**config.mk**
```make
export PLATFORM = sky130hd
export DESIGN_NAME = rfg_register_bank
export DESIGN_NICKNAME = d
export VERILOG_FILES = /design/src/rtl/rfg_register_bank.sv
export SDC_FILE = /design/constraint.sdc
export NUM_CORES = 1
export LEC_CHECK = 0
export BUFFER_PORTS_ARGS = -buffer_cell sky130_fd_sc_hd__buf_2
export CAP_MARGIN = 10
export CELL_PAD_IN_SITES_DETAIL_PLACEMENT = 0
export CELL_PAD_IN_SITES_GLOBAL_PLACEMENT = 2
export CORE_MARGIN = 1
export CORE_UTILIZATION = 45
export DETAILED_ROUTE_END_ITERATION = 8
export GPL_ROUTABILITY_DRIVEN = 0
export GPL_TIMING_DRIVEN = 0
export PLACE_DENSITY_LB_ADDON = 0.08
export SETUP_SLACK_MARGIN = 0.3
export SLEW_MARGIN = 10
export SYNTH_ARGS = -nofsm -noshare
export SYNTH_HDL_FRONTEND = slang
export SYNTH_SLANG_ARGS = --single-unit
```
**constraint.sdc**
```tcl
create_clock -name aclk -period 9.1 [get_ports aclk]
set_input_delay 1.82 -clock aclk [delete_from_list [all_inputs] [get_ports aclk]]
set_output_delay 1.82 -clock aclk [all_outputs]
set_load 0.005 [all_outputs]
```
**src/rtl/rfg_register_bank.sv**
```systemverilog
// Register-file target for the AXIS register protocol engine: NUM_REGS config
// registers, a pop-on-read byte FIFO filled from a local AXIS stream, and a status byte.
module rfg_register_bank #(
  parameter int          NUM_REGS    = 16,
  parameter int          FIFO_DEPTH  = 16,
  parameter logic [7:0]  FIFO_ADDR   = 8'h20,
  parameter logic [7:0]  STATUS_ADDR = 8'h21
) (
  input  logic                  aclk,
  input  logic                  aresetn,
  input  logic [7:0]            rfg_address,
  input  logic [7:0]            rfg_write_value,
  input  logic                  rfg_write,
  input  logic                  rfg_write_last,
  input  logic                  rfg_read,
  output logic                  rfg_read_valid,
  output logic [7:0]            rfg_read_value,
  output logic [NUM_REGS*8-1:0] cfg_regs,
  output logic                  burst_done,
  input  logic [7:0]            s_axis_tdata,
  input  logic                  s_axis_tvalid,
  output logic                  s_axis_tready
);

  localparam int AW = $clog2(FIFO_DEPTH);
  localparam int LW = AW + 1;
  localparam int RW = (NUM_REGS > 1) ? $clog2(NUM_REGS) : 1;
  localparam logic [8:0]    NUM_REGS_W = 9'(NUM_REGS);
  localparam logic [LW-1:0] DEPTH_W    = LW'(FIFO_DEPTH);

  logic [7:0]    r_cfg [NUM_REGS];
  logic [7:0]    r_mem [FIFO_DEPTH];
  logic [AW-1:0] r_rd_ptr;
  logic [AW-1:0] r_wr_ptr;
  logic [LW-1:0] r_level;
  logic          r_underflow;
  logic          r_read_valid;
  logic [7:0]    r_read_value;
  logic          r_burst_done;

  logic          w_reg_hit;
  logic [RW-1:0] w_reg_idx;
  logic          w_empty;
  logic          w_full;
  logic          w_flush;
  logic          w_fifo_rd;
  logic          w_status_rd;
  logic          w_pop;
  logic          w_underflow;
  logic          w_push;
  logic [6:0]    w_level7;
  logic [7:0]    w_read_data;

  assign w_reg_hit   = ({1'b0, rfg_address} < NUM_REGS_W);
  assign w_reg_idx   = rfg_address[RW-1:0];
  assign w_empty     = (r_level == '0);
  assign w_full      = (r_level == DEPTH_W);
  assign w_flush     = rfg_write && (rfg_address == FIFO_ADDR);
  assign w_fifo_rd   = rfg_read && (rfg_address == FIFO_ADDR);
  assign w_status_rd = rfg_read && (rfg_address == STATUS_ADDR);
  assign w_pop       = w_fifo_rd && !w_empty;
  assign w_underflow = w_fifo_rd && w_empty;
  assign w_push      = s_axis_tvalid && !w_full;
  assign w_level7    = 7'(r_level);

  assign s_axis_tready  = !w_full;
  assign rfg_read_valid = r_read_valid;
  assign rfg_read_value = r_read_value;
  assign burst_done     = r_burst_done;

  for (genvar k = 0; k < NUM_REGS; k++) begin : g_cfg_out
    assign cfg_regs[8*k +: 8] = r_cfg[k];
  end

  // NOTE: every variable driven here gets a default first, so no path can leave it
  // unassigned and infer a latch.
  always_comb begin
    w_read_data = 8'h00;
    if (w_reg_hit)
      w_read_data = r_cfg[w_reg_idx];
    else if (rfg_address == FIFO_ADDR)
      w_read_data = w_empty ? 8'h00 : r_mem[r_rd_ptr];
    else if (rfg_address == STATUS_ADDR)
      w_read_data = {r_underflow, w_level7};
  end

  // NOTE: sequential state uses non-blocking assignments so every register samples
  // the pre-edge values, which is what makes a same-cycle write+read return old data.
  always_ff @(posedge aclk) begin
    if (!aresetn) begin
      for (int k = 0; k < NUM_REGS; k++) r_cfg[k] <= 8'h00;
      r_read_valid <= 1'b0;
      r_read_value <= 8'h00;
      r_burst_done <= 1'b0;
    end else begin
      if (rfg_write && w_reg_hit) r_cfg[w_reg_idx] <= rfg_write_value;
      r_read_valid <= rfg_read;
      if (rfg_read) r_read_value <= w_read_data;
      r_burst_done <= rfg_write && rfg_write_last;
    end
  end

  // Flush beats push and resets both pointers; pops and pushes otherwise combine freely.
  always_ff @(posedge aclk) begin
    if (!aresetn) begin
      r_rd_ptr    <= '0;
      r_wr_ptr    <= '0;
      r_level     <= '0;
      r_underflow <= 1'b0;
    end else begin
      if (w_flush) begin
        r_rd_ptr <= '0;
        r_wr_ptr <= '0;
        r_level  <= '0;
      end else begin
        if (w_pop)  r_rd_ptr <= r_rd_ptr + AW'(1);
        if (w_push) r_wr_ptr <= r_wr_ptr + AW'(1);
        case ({w_push, w_pop})
          2'b10:   r_level <= r_level + LW'(1);
          2'b01:   r_level <= r_level - LW'(1);
          default: r_level <= r_level;
        endcase
      end
      if (w_underflow)      r_underflow <= 1'b1;
      else if (w_status_rd) r_underflow <= 1'b0;
    end
  end

  // NOTE: the storage array carries no reset; the level and pointers alone define
  // which entries are meaningful, so clearing the data would buy nothing.
  always_ff @(posedge aclk) begin
    if (w_push && !w_flush) r_mem[r_wr_ptr] <= s_axis_tdata;
  end

endmodule

```
==> results of run 1 <==
critical path, delay by kind of cell:
family | cells | cell delay (ps)
AOI/OAI and AO/OA | 2 | 270
adders and majority gates | 2 | 710
buffers and inverters | 3 | 620
and+or+nand+nor | 5 | 1570
worst max path at each step:
stage              startpoint  depth (start not counted)  slack [ps]     endpoint
2_1_floorplan  rfg_address[2]                         12        4710   r_level[4]
3_3_place_gp   rfg_address[0]                          8        3980  r_mem[3][4]
3_5_place_dp   rfg_address[1]                         12        4050   r_level[4]
4_1_cts        rfg_address[1]                         12        4610   r_level[4]
5_1_grt        rfg_address[7]                         12        4370   r_level[4]
6_report       rfg_address[1]                         12        4570   r_level[4]
area by class of cell:
type | instances | area [um^2]
fillers | 2215 | 12100
plain buffers | 42 | 218
multi-input cells | 431 | 3900
inverters | 10 | 37.5
repair buffers | 171 | 866
well taps | 341 | 427
clock buffers | 37 | 798
flip-flops and latches | 284 | 8250
clock inverters | 18 | 314
logic make-up (layout without fill, tap and decap cells):
logic type                 Yosys count  count (layout)  share of synthesized area
AOI/OAI and AO/OA                   73              73                     0.0412
buffers and inverters               52             278                     0.0206
and+or+nand+nor                    252             252                      0.120
xor gates and xnor gates             8               8                    0.00566
muxes                               88              88                      0.136
DFF                                284             284                      0.666
adders and majority gates           10              10                     0.0107
registers in the layout (all words and copies together) (netlist names), named ones only:
name and flops:
r_cfg 128, r_mem 128, rfg_read_value 8, r_level 5
r_rd_ptr 4, r_wr_ptr 4, burst_done 1, r_underflow 1
rfg_read_valid 1
cells in the mapped netlist (all sizes together), types with 2 or more instances:
library cell | count | share of area
o211ai | 6 | 0.0036
xnor2 | 5 | 0.0035
nor2 | 42 | 0.013
mux2 | 8 | 0.0073
nand3 | 11 | 0.0044
nand4b | 2 | 0.0019
o21ai | 19 | 0.0077
buf | 27 | 0.013
a32o | 6 | 0.0048
edfxtp | 256 | 0.62
a31oi | 5 | 0.0025
and2 | 129 | 0.065
o221ai | 4 | 0.0028
mux2i | 20 | 0.016
nand2 | 22 | 0.0067
a22oi | 2 | 0.0012
ha | 9 | 0.0091
inv | 10 | 0.0030
dfxtp | 28 | 0.045
xor2 | 3 | 0.0021
o22ai | 2 | 0.0010
and3 | 3 | 0.0015
a21boi | 3 | 0.0018
nor2b | 7 | 0.0035
nor4 | 3 | 0.0032
nor3 | 13 | 0.0077
nand3b | 3 | 0.0018
or4 | 3 | 0.0021
a21oi | 16 | 0.0065
clkbuf | 15 | 0.0045
mux4 | 60 | 0.11
a41o | 6 | 0.0048
nand2b | 8 | 0.0040
report_power, final:
group          total, mW  switching (mW)  internal [mW]
logic              0.184           0.113         0.0706
registers           1.49          0.0262           1.46
clock network       1.38           0.506          0.874
total               3.05           0.645           2.40
metal layers:
metal  wire, um  vias up  GRT usage
li1           -     3371          -
met1      15800     3949      0.372
met2      15200      338      0.363
met3       2750       56     0.0489
met4        765        0     0.0634
met5          0        -          0
==> summary.md, run 1 <==
| Metric | Value |
|---|---|
| Diodes inserted | `0` |
| PostCTS Resize Cnt | `0` |
| Hold depth | `1` |
| Vias in the first global route | `7770` |
| CP max stage cell | `nand4b_1` |
| Slew HR | `0.311` |
| P per Cell Area | `206 nW/um^2` |
| Cell row count | `60` |
| IO Count | `169` |
| Primary FF master, synth | `edfxtp_1` |
| First-pass GRT wire length | `49800 um` |
| Max-slew violation count | `0` |
| Max incr delay on CP | `480 ps` |
| Die Y | `168 um` |
| Post-synthesis sequential area ratio | `0.666` |
| PortBufs | `165` |
| Pin count of the biggest net entering global routing | `17` |
| Clock sinks | `284` |
| PnR Total Power | `3.05 mW` |
| Cts hold-fix bufs | `0` |
| Setup repair after global routing missed its margin | `no` |
| Worst Hold Slack | `474 ps` |
| Num CTS Buffers | `30` |
| Syn Area/Cell | `16.2 um^2` |
| Max Freq | `221 MHz` |
| Status | `finished clean` |
| Post-synth EDFFs | `256` |
| Synth warn | `0` |
| Core Region | `27000 um^2` |
| CTS tree | `done` |
| Post-DP HPWL | `25300 um` |
| Final period utilization | `0.498` |
| H-tree depth | `1` |
| Worst Setup Slack, final | `4570 ps` |
| Initial DRC count | `720` |
| Crit path required time | `9570 ps` |
| Worst R2R End | `r_level[4]` |
| Drt drc | `0` |
| Critical path capture point type | `flip-flop` |
| Crit path kind | `input pin to flip-flop` |
| Max clock buf depth | `3` |
| Final setup TNS | `0 ps` |
| Final hold violations | `0` |
| Ys async rst share | `0` |
| Final instance area | `14800 um^2` |
| Non-filler cells, final | `1334` |
| Wirelength per Cell | `25.9 um` |
| Hold Startpoint | `rfg_read_value[3]` |
| CP Launch Type | `input pin` |
| Worst hold path type | `flip-flop to flip-flop` |
| Final Critical Period | `4530 ps` |
| Initial Util | `0.460` |
| VDD IR max | `138 uV` |
| Die area | `28200 um^2` |
| Synth unique cells | `56` |
| Commonest cells after routing, fill and taps aside | `256 x edfxtp_1, 179 x buf_2, 129 x and2_1` |
| Clock latency on the worst-skew pair | `550 ps` |
| Global route overflow | `0` |
| WP data arrival | `5000 ps` |
| Reg clk slew, reported paths | `60 ps` |
| Flop2flop setup slack | `5780 ps` |
| Initial antenna violation count | `2` |
| Drt total wl | `34500 um` |
| Root Buffer | `clkbuf_16` |
| Net Count, Synth | `807` |
| Worst reg2reg path depth | `11` |
| Vias per cell | `5.78` |
| Vias | `7714` |
| Cell count after placement | `1279` |
| Placed Area | `13700 um^2` |
| Number of setup buffers added after CTS | `0` |
| DR pass1 iterations | `5` |
| Commonest non-fill, non-tap cell in the layout | `edfxtp_1` |
| Final nets | `1010` |
| Final setup violation count | `0` |
| Fraction of layout cells with a size suffix above 1 | `0.311` |
| Critical-path maximum fanout | `10` |
| Core Util, Final | `0.549` |
| Area grow syn2layout | `19.5%` |
| Max Cap Viol | `0` |
| WHS Endpoint | `rfg_read_value[3]` |
| Synth Instances | `767` |
| Synthesized area | `12400 um^2` |
| DP Worst Slack | `4050 ps` |
| Total GRT Usage | `0.246` |
| Clock skew | `17.3 ps` |
| Die width | `168 um` |
| Total leakage power | `5.35 nW` |
| Reg2reg start | `r_level[0]` |
| Synth Register Bits | `284` |
| Pin slew with the least headroom to its limit | `1030 ps` |
| Critical-path cell list | `buf_6 > clkbuf_1 > nand4b_1 > nor3_1 > ha_1 > inv_1 > fa_1 > nor2b_1 > o21ai_0 > and3_1 > or4_1 > a21oi_1` |
| ANT nets after route | `0` |
Power figures use the tool's default switching activity.
==> inputs of run 2 (changes only) <==
--- a/config.mk
+++ b/config.mk
@@ -10,7 +10,7 @@
 export CELL_PAD_IN_SITES_DETAIL_PLACEMENT = 0
 export CELL_PAD_IN_SITES_GLOBAL_PLACEMENT = 2
 export CORE_MARGIN = 1
-export CORE_UTILIZATION = 45
+export CORE_UTILIZATION = 42
 export DETAILED_ROUTE_END_ITERATION = 8
 export GPL_ROUTABILITY_DRIVEN = 0
 export GPL_TIMING_DRIVEN = 0
==> constraint.sdc (replaced) <==
create_clock -name aclk -period 4.7 [get_ports aclk]
set_input_delay 0.94 -clock aclk [delete_from_list [all_inputs] [get_ports aclk]]
set_output_delay 0.94 -clock aclk [all_outputs]
set_load 0.005 [all_outputs]
==> run 2 against run 1 <==
Against the previous run: sequential power rose by 93%; total power grew 80%; sequential cell count is the same; sequential share of layout area rose by 0.47 points; utilization fell by 4.1 points; first-iteration DRC count up 11%; register-to-register slack lost 4200 ps; setup slack got worse by 3400 ps; critical endpoint unchanged.
==> summary.md, run 2 (synthesis results as in run 1) <==
| Metric | Value |
|---|---|
| Final nets | `1008 (-0.20%)` |
| DR pass1 iterations | `5 (unchanged)` |
| Setup repair after global routing missed its margin | `no` |
| IO Count | `169 (unchanged)` |
| DP Worst Slack | `632 ps (-3420 ps)` |
| VDD IR max | `282 uV (+100%)` |
| Max incr delay on CP | `470 ps (about the same)` |
| Area grow syn2layout | `18.5%` |
| Critical-path maximum fanout | `10 (unchanged)` |
| Final hold violations | `0 (unchanged)` |
| Initial antenna violation count | `0 (-2)` |
| Core Util, Final | `0.509 (-0.0406)` |
| Worst hold path type | `flip-flop to flip-flop` |
| Gate family responsible for the most delay along the worst path | `simple AND/OR/NAND/NOR gates` |
| ANT nets after route | `0 (unchanged)` |
| WP data arrival | `4030 ps (-970 ps)` |
| Reg clk slew, reported paths | `60 ps (about the same)` |
| Cell row count | `62 (+3.3%)` |
| Die Y | `174 um (+3.5%)` |
| Worst reg2reg path depth | `11 (unchanged)` |
| Crit path kind | `input pin to flip-flop` |
| Cts hold-fix bufs | `0 (unchanged)` |
| Total leakage power | `5.26 nW (-1.7%)` |
| Buf/Inv on CP | `3 (unchanged)` |
| Pin count of the biggest net entering global routing | `17 (unchanged)` |
| Final Critical Period | `3540 ps` |
| Worst Setup Slack, final | `1160 ps (-3410 ps)` |
| Commonest non-fill, non-tap cell in the layout | `edfxtp_1` |
| Max Cap Viol | `0 (unchanged)` |
| Flop2flop setup slack | `1550 ps (-4230 ps)` |
| Root Buffer | `clkbuf_16` |
| Slew HR | `0.342 (+0.0307)` |
| Clock sinks | `284 (unchanged)` |
| CP startpoint | `rfg_address[1]` |
| Final period utilization | `0.753` |
| CP max stage cell | `nand4b_1` |
| Placed Area | `13700 um^2 (+0.34%)` |
| Drt drc | `0 (unchanged)` |
| Vias | `7598 (-1.5%)` |
| PortBufs | `165 (unchanged)` |
| Max-slew violation count | `0 (unchanged)` |
| First-pass GRT wire length | `49600 um (-0.50%)` |
| Fillers | `2512 (+13%)` |
| Post-DP HPWL | `25500 um (+0.67%)` |
| Wirelength per Cell | `25.1 um (-3.1%)` |
| CP Depth | `12 (unchanged)` |
| Drt total wl | `34500 um (-0.10%)` |
| PnR Total Power | `5.50 mW (+80%)` |
| Core Region | `28900 um^2 (+7.1%)` |
| Num CTS Buffers | `31 (+3.3%)` |
| Clock skew | `11.5 ps (-5.87 ps)` |
| Number of setup buffers added after CTS | `0 (unchanged)` |
| Initial DRC count | `796 (+11%)` |
| Die area | `30200 um^2 (+7.1%)` |
| CP Launch Type | `input pin` |
| Final setup violation count | `0 (unchanged)` |
| Worst setup path end | `r_level[4]` |
| Vias per cell | `5.53 (-4.4%)` |
| Die width | `174 um (+3.5%)` |
| Commonest cells after routing, fill and taps aside | `256 x edfxtp_1, 177 x buf_2, 129 x and2_1` |
| Fraction of layout cells with a size suffix above 1 | `0.306 (-0.00512)` |
| Max clock buf depth | `3 (unchanged)` |
| Final instance area | `14700 um^2 (-0.84%)` |
| Total GRT Usage | `0.228 (-0.0179)` |
| Cell count after placement | `1319 (+3.1%)` |
| Pin slew with the least headroom to its limit | `984 ps (-45.9 ps)` |
| H-tree depth | `1 (unchanged)` |
| Final setup TNS | `0 ps (unchanged)` |
| Status | `finished clean` |
| Global route overflow | `0 (unchanged)` |
| PostCTS Resize Cnt | `0 (unchanged)` |
| Critical path capture point type | `flip-flop` |
| Clock latency on the worst-skew pair | `550 ps (about the same)` |
| Vias in the first global route | `7689 (-1.0%)` |
| CTS tree | `done` |
| Crit path required time | `5190 ps (-4380 ps)` |
| Max Freq | `282 MHz` |
| Initial Util | `0.429 (-0.0304)` |
| Worst R2R End | `r_level[4]` |
| Worst Hold Slack | `477 ps (+2.91 ps)` |
| P per Cell Area | `375 nW/um^2 (+82%)` |
| Reg2reg start | `r_level[0]` |
| Critical-path cell list | `buf_6 > clkbuf_1 > nand4b_1 > nor3_1 > ha_1 > inv_1 > fa_1 > nor2b_1 > o21ai_0 > and3_1 > or4_1 > a21oi_1` |
| Non-filler cells, final | `1375 (+3.1%)` |
[run 2: how the worst min path moves through the flow]
stage                      startpoint           endpoint  depth (start not counted)
floorplan           rfg_read_value[0]  rfg_read_value[0]                          1
global placement    rfg_read_value[0]  rfg_read_value[0]                          1
detailed placement  rfg_read_value[0]  rfg_read_value[0]                          1
CTS                 rfg_read_value[0]  rfg_read_value[0]                          1
global route        rfg_read_value[0]  rfg_read_value[0]                          1
finish              rfg_read_value[1]  rfg_read_value[1]                          1
[run 2: metal layers]
metal,global-route usage,vias to the layer above,share of wire
li1,-,3371,-
met1,0.335,3915,0.45
met2,0.335,262,0.45
met3,0.0605,50,0.081
met4,0.0596,0,0.021
met5,0,-,0
[run 2: layout make-up]
| class | count | area [um^2] | share of cell area |
|---|---|---|---|
| Antenna cell | 1 | 2.50 | 0.000170 |
| Buffer | 42 | 218 | 0.0148 |
| Clock buffer | 39 | 806 | 0.0549 |
| Clock inverter | 16 | 133 | 0.00903 |
| Inverter | 10 | 37.5 | 0.00256 |
| Multi-Input combinational cell | 431 | 3910 | 0.266 |
| Sequential cell | 284 | 8250 | 0.562 |
| Tap cell | 384 | 480 | 0.0327 |
| Timing Repair Buffer | 168 | 848 | 0.0578 |
[run 2: report_power, final]
part | total (mW) | switching (mW) | leakage, nW | internal [mW]
combinational | 0.353 | 0.217 | 2.21 | 0.136
clock | 2.27 | 0.955 | 0.457 | 1.31
sequential | 2.88 | 0.0509 | 2.60 | 2.83
total | 5.50 | 1.22 | 5.26 | 4.28
[run 2: worst reg2reg max path: cells and delay by family, from the launching register on]
family | cells | cell delay (ps)
AOI/OAI and AO/OA | 3 | 540
adders and majority gates | 2 | 650
buffers and inverters | 2 | 260
DFF | 1 | 380
and+or+nand+nor | 4 | 1250
